==> src/rtl/priority_encoder_stream_pkg.sv <==
// Shared types for the streaming priority encoder: FSM state encoding and
// the HIGH_FIRST parameter encodings.
package priority_encoder_pkg;

    typedef enum logic {
        IDLE = 1'b0,
        EMIT = 1'b1
    } state_t;

    localparam int PRIO_HIGH_FIRST = 1;
    localparam int PRIO_LOW_FIRST  = 0;

endpackage

==> src/rtl/priority_encoder_stream_priority_index.sv <==
// Combinational priority pick: index of the highest (or lowest) set bit of vec,
// plus a flag saying whether any bit is set at all.
module priority_index #(
    parameter int N  = 8,
    parameter int IW = $clog2(N)
) (
    input  logic [N-1:0]  vec,
    input  logic          high_first,
    output logic [IW-1:0] idx,
    output logic          any_set
);

    always_comb begin
        idx     = '0;
        any_set = |vec;
        // Last match wins, so the scan direction decides which end has priority.
        if (high_first) begin
            for (int i = 0; i < N; i++) begin
                if (vec[i]) idx = IW'(i);
            end
        end else begin
            for (int i = N - 1; i >= 0; i--) begin
                if (vec[i]) idx = IW'(i);
            end
        end
    end

endmodule

==> src/rtl/priority_encoder_stream.sv <==
// Streaming priority encoder: latches a request vector and emits one set-bit
// index per beat. Optional out_onehot port under PRIORITY_ENCODER_STREAM_ONEHOT_EN.
//
//   state | meaning
//   IDLE  | waiting for a request vector, in_ready=1
//   EMIT  | presenting beats for the latched vector
module priority_encoder_stream
    import priority_encoder_pkg::*;
#(
    parameter int N          = 8,
    parameter int HIGH_FIRST = 1
) (
    input  logic                 clk,
    input  logic                 rst,
    input  logic                 in_valid,
    output logic                 in_ready,
    input  logic [N-1:0]         in_req,
    output logic                 out_valid,
    input  logic                 out_ready,
    output logic [$clog2(N)-1:0] out_idx,
    output logic                 out_last,
    output logic                 out_zero
`ifdef PRIORITY_ENCODER_STREAM_ONEHOT_EN
    ,
    output logic [N-1:0]         out_onehot
`endif
);

    localparam int   IW        = $clog2(N);
    localparam logic PICK_HIGH = (HIGH_FIRST == PRIO_HIGH_FIRST);

    state_t         state, state_next;
    logic [N-1:0]   pending, pending_next;
    logic           zero_flag, zero_next;
    logic [IW-1:0]  sel_idx;
    logic           sel_any;
    logic [N-1:0]   sel_mask;
    logic [N-1:0]   rest;

    priority_index #(
        .N  (N),
        .IW (IW)
    ) u_pick (
        .vec        (pending),
        .high_first (PICK_HIGH),
        .idx        (sel_idx),
        .any_set    (sel_any)
    );

    assign sel_mask = N'(1) << sel_idx;
    assign rest     = pending & ~sel_mask;

    always_ff @(posedge clk) begin
        if (rst) begin
            state     <= IDLE;
            pending   <= '0;
            zero_flag <= 1'b0;
        end else begin
            state     <= state_next;
            pending   <= pending_next;
            zero_flag <= zero_next;
        end
    end

    always_comb begin
        state_next   = state;
        pending_next = pending;
        zero_next    = zero_flag;
        case (state)
            IDLE: begin
                if (in_valid) begin
                    pending_next = in_req;
                    zero_next    = (in_req == '0);
                    state_next   = EMIT;
                end
            end
            EMIT: begin
                if (out_ready) begin
                    if (!out_last) begin
                        pending_next = rest;
                    end else if (in_valid) begin
                        // Back-to-back: next vector replaces the finished one with no bubble.
                        pending_next = in_req;
                        zero_next    = (in_req == '0);
                    end else begin
                        pending_next = '0;
                        state_next   = IDLE;
                    end
                end
            end
            default: state_next = IDLE;
        endcase
    end

    always_comb begin
        out_valid = (state == EMIT);
        out_idx   = '0;
        out_last  = 1'b0;
        out_zero  = 1'b0;
`ifdef PRIORITY_ENCODER_STREAM_ONEHOT_EN
        out_onehot = '0;
`endif
        if (state == EMIT) begin
            out_zero = zero_flag;
            out_last = zero_flag | (rest == '0);
            out_idx  = (zero_flag | !sel_any) ? '0 : sel_idx;
`ifdef PRIORITY_ENCODER_STREAM_ONEHOT_EN
            out_onehot = (zero_flag | !sel_any) ? '0 : sel_mask;
`endif
        end
    end

    assign in_ready = !rst & ((state == IDLE) | (out_valid & out_ready & out_last));

endmodule

==> config.mk <==
export PLATFORM = sky130hd
export DESIGN_NAME = priority_encoder_stream
export DESIGN_NICKNAME = d
export VERILOG_FILES = /design/src/rtl/priority_encoder_stream_pkg.sv /design/src/rtl/priority_encoder_stream_priority_index.sv /design/src/rtl/priority_encoder_stream.sv
export SDC_FILE = /design/constraint.sdc
export NUM_CORES = 1
export LEC_CHECK = 0
export BUFFER_PORTS_ARGS = -buffer_cell sky130_fd_sc_hd__buf_4
export CAP_MARGIN = 40
export CORE_AREA = 4 4 45 47
export DETAILED_ROUTE_END_ITERATION = 7
export DIE_AREA = 0 0 49 51
export PLACE_DENSITY_LB_ADDON = 0.15
export SLEW_MARGIN = 20
export SYNTH_ARGS = -nofsm -noshare
export SYNTH_HDL_FRONTEND = slang
export SYNTH_SLANG_ARGS = --single-unit
==> constraint.sdc <==
create_clock -name clk -period 5.6 [get_ports clk]
set_clock_uncertainty 0.1 [all_clocks]
set_input_delay 1.12 -clock clk [delete_from_list [all_inputs] [get_ports clk]]
set_output_delay 1.12 -clock clk [all_outputs]
set_load 0.02 [all_outputs]
==> impl_metrics.ini <==
[placed_design]
portBuffers = 18
dp_hpwl_microns = 1160
place.gp.congestion = 0.794
dp_cells = 105

[logic_synthesis]
synth_area_leaders = dfxtp_1 33%, a32o_1 8.2%, o21ai_0 4.9%
synth_top_cell_by_area = dfxtp_1
ys_seq_elements = 10
ys.flop_type = dfxtp_1
yosysTopAreaCellShare = 0.329
syn_area_per_cell_sq_um = 8.23
synthesis.nets = 86
synth_edf_count = 0
synth_warnings = 0
async_reset_ff_frac = 0
synth_area_sq_um = 609
syn_inst = 74
ys_types = 31
seq_area_frac_synth = 0.329

[route]
drc_errors = 0
drtIter0Drc = 13
via_per_inst = 6.00
first_pass_iters = 4
routedWlPerCell_microns = 13.9
routed-via-count = 654
wl_microns = 1520
ant_nets = 0

[sta]
drv_slew = 0
max_slew_margin = 0.732
rsz0062_at_grt = false
layout_min_cycle_time_ns = 3.42
setup_viol = 0
clock.fmax_mhz = 293
hold_violations = 0
tightest_slew_ns = 0.402
period_share = 0.610
tns_ns = 0

[clock_network]
cts_tree = yes
cts_setup_buffers = 0
cts_buffer_depth = 2
numCtsBuffers = 3
clk_pin_slew_ns = 0.07
cts_max_level = 1
cts.sinks = 10
cts_resized = 0
ctsHoldBuffers = 0
worstSkewPairLatency_ns = 0.26
root_buffer = clkbuf_4

[critical_path]
rr_startpoint = pending[4]
endpoint_kind = output port
critPathRequiredTime_ns = 4.38
reg2reg_slack_ns = 3.52
critical-path-slowest-cell = or4_4
reg2reg_to = pending[0]
start_kind = register
crit_fanout = 7
cpLargestDelayFamily = simple AND/OR/NAND/NOR gates
rr_worst_depth = 5
slowest_delay_ns = 0.56
path_class = register to output port
crit_buf_inv = 1
critical_path_arrival_ns = 2.20
crit_chain = or4_4 -> nor4_1 -> o31a_1 -> nor2_1 -> nor3_1 -> buf_4
crit_cells = 6

[floorplanning]
die_h_microns = 51
start_util = 0.369
io_pins = 19
rows = 15
die_area_sq_mm = 0.00250
core_region_area_sq_mm = 0.00165
die_w_microns = 49

[final_layout]
final_nets = 105
drive_gt1_frac = 0.283
insertedDiodeCount = 0
stdcell_count = 109
area_delta_synth_final_pct = 29.0
layout_common_cells = 18 x buf_4, 10 x dfxtp_1, 6 x nor2_1, 6 x o21ai_0
final_common_cell = buf_4

[worst_hold_path]
min_from = zero_flag
hold_depth = 2
whs_endpoint = zero_flag
hold_path_class = register to register

[power_and_ir_drop]
vdd_drop_max_mv = 0.147
power_mw = 0.215
p_leak_nw = 0.323
pwr_density_cell_mw_per_mm2 = 273

[global_routing]
grt_pass1_wl_microns = 2730
grt-ovfl-total = 0
grtUsageTotal = 0.138
grt_max_degree = 13
grt_pass1_vias = 606
antenna_found_initial = 0

[run]
drv_cap = 0

[outcome]
status = complete, no violations
## cells in the mapped netlist (2+ instances only)
| library cell | number |
|---|---|
| dfxtp_1 | 10 |
| a32o_1 | 5 |
| a21oi_1 | 3 |
| inv_1 | 4 |
| clkbuf_1 | 3 |
| nor3_1 | 5 |
| nor2_1 | 6 |
| o31a_1 | 2 |
| o21ai_0 | 6 |
| nand2b_1 | 2 |
| nand2_1 | 4 |
| nor4_1 | 4 |
| a21o_1 | 2 |
## metal layers
metal / routed length [microns] / up-vias / global-route usage
met5: 0 / - / 0
met4: 21 / 0 / 0.0538
met3: 103 / 4 / 0.0292
met2: 732 / 25 / 0.237
met1: 660 / 301 / 0.166
li1: - / 324 / -
## stage by stage
stage	hold slack (ns)	worst slack, ns	util	cell area (sq um)
after floorplan	0.376	2.44	-	609
after global routing	0.479	1.96	0.476	786
after global placement	0.410	2.53	0.454	749
after detailed placement	0.401	2.49	0.454	749
final	0.432	2.18	0.476	786
after CTS	0.427	2.20	0.476	786
## worst max path at each step
stage               start        to  slack, ns
2_1_floorplan  pending[7]  in_ready       2.44
3_3_place_gp   pending[7]  in_ready       2.53
3_5_place_dp   pending[4]  in_ready       2.49
4_1_cts        pending[4]  in_ready       2.20
5_1_grt        pending[4]  in_ready       1.96
6_report       pending[4]  in_ready       2.18
## worst reg2reg max path: cells and delay by family (launching register included)
kind / cells / cell delay (ns)
simple gates: 2 / 0.85
compound gates: 3 / 0.71
flops: 1 / 0.37
## flip-flops by register name, indices dropped and copies added (netlist names)
register	cells
zero_flag	1
pending	8
out_valid	1
## cell type report
type	count	area (sq um)
Clock buffer	4	36.3
Fill cell	163	866
Inverter	4	15.0
Multi-Input combinational cell	56	378
Sequential cell	10	200
Tap cell	17	21.3
Timing Repair Buffer	18	135
## report_power, final
group / total, mW / switching [mW] / internal [mW]
combinational: 0.0633 / 0.0333 / 0.0301
sequential: 0.0861 / 0.00912 / 0.0770
clock: 0.0654 / 0.0259 / 0.0395
total: 0.215 / 0.0683 / 0.147
## kinds of logic after synthesis
family          share of synthesized area
compound gates                      0.351
simple gates                        0.234
flops                               0.329
buf+inv                            0.0513
mux                                0.0185
fa+ha+maj                          0.0164
Power figures use the tool's default switching activity.
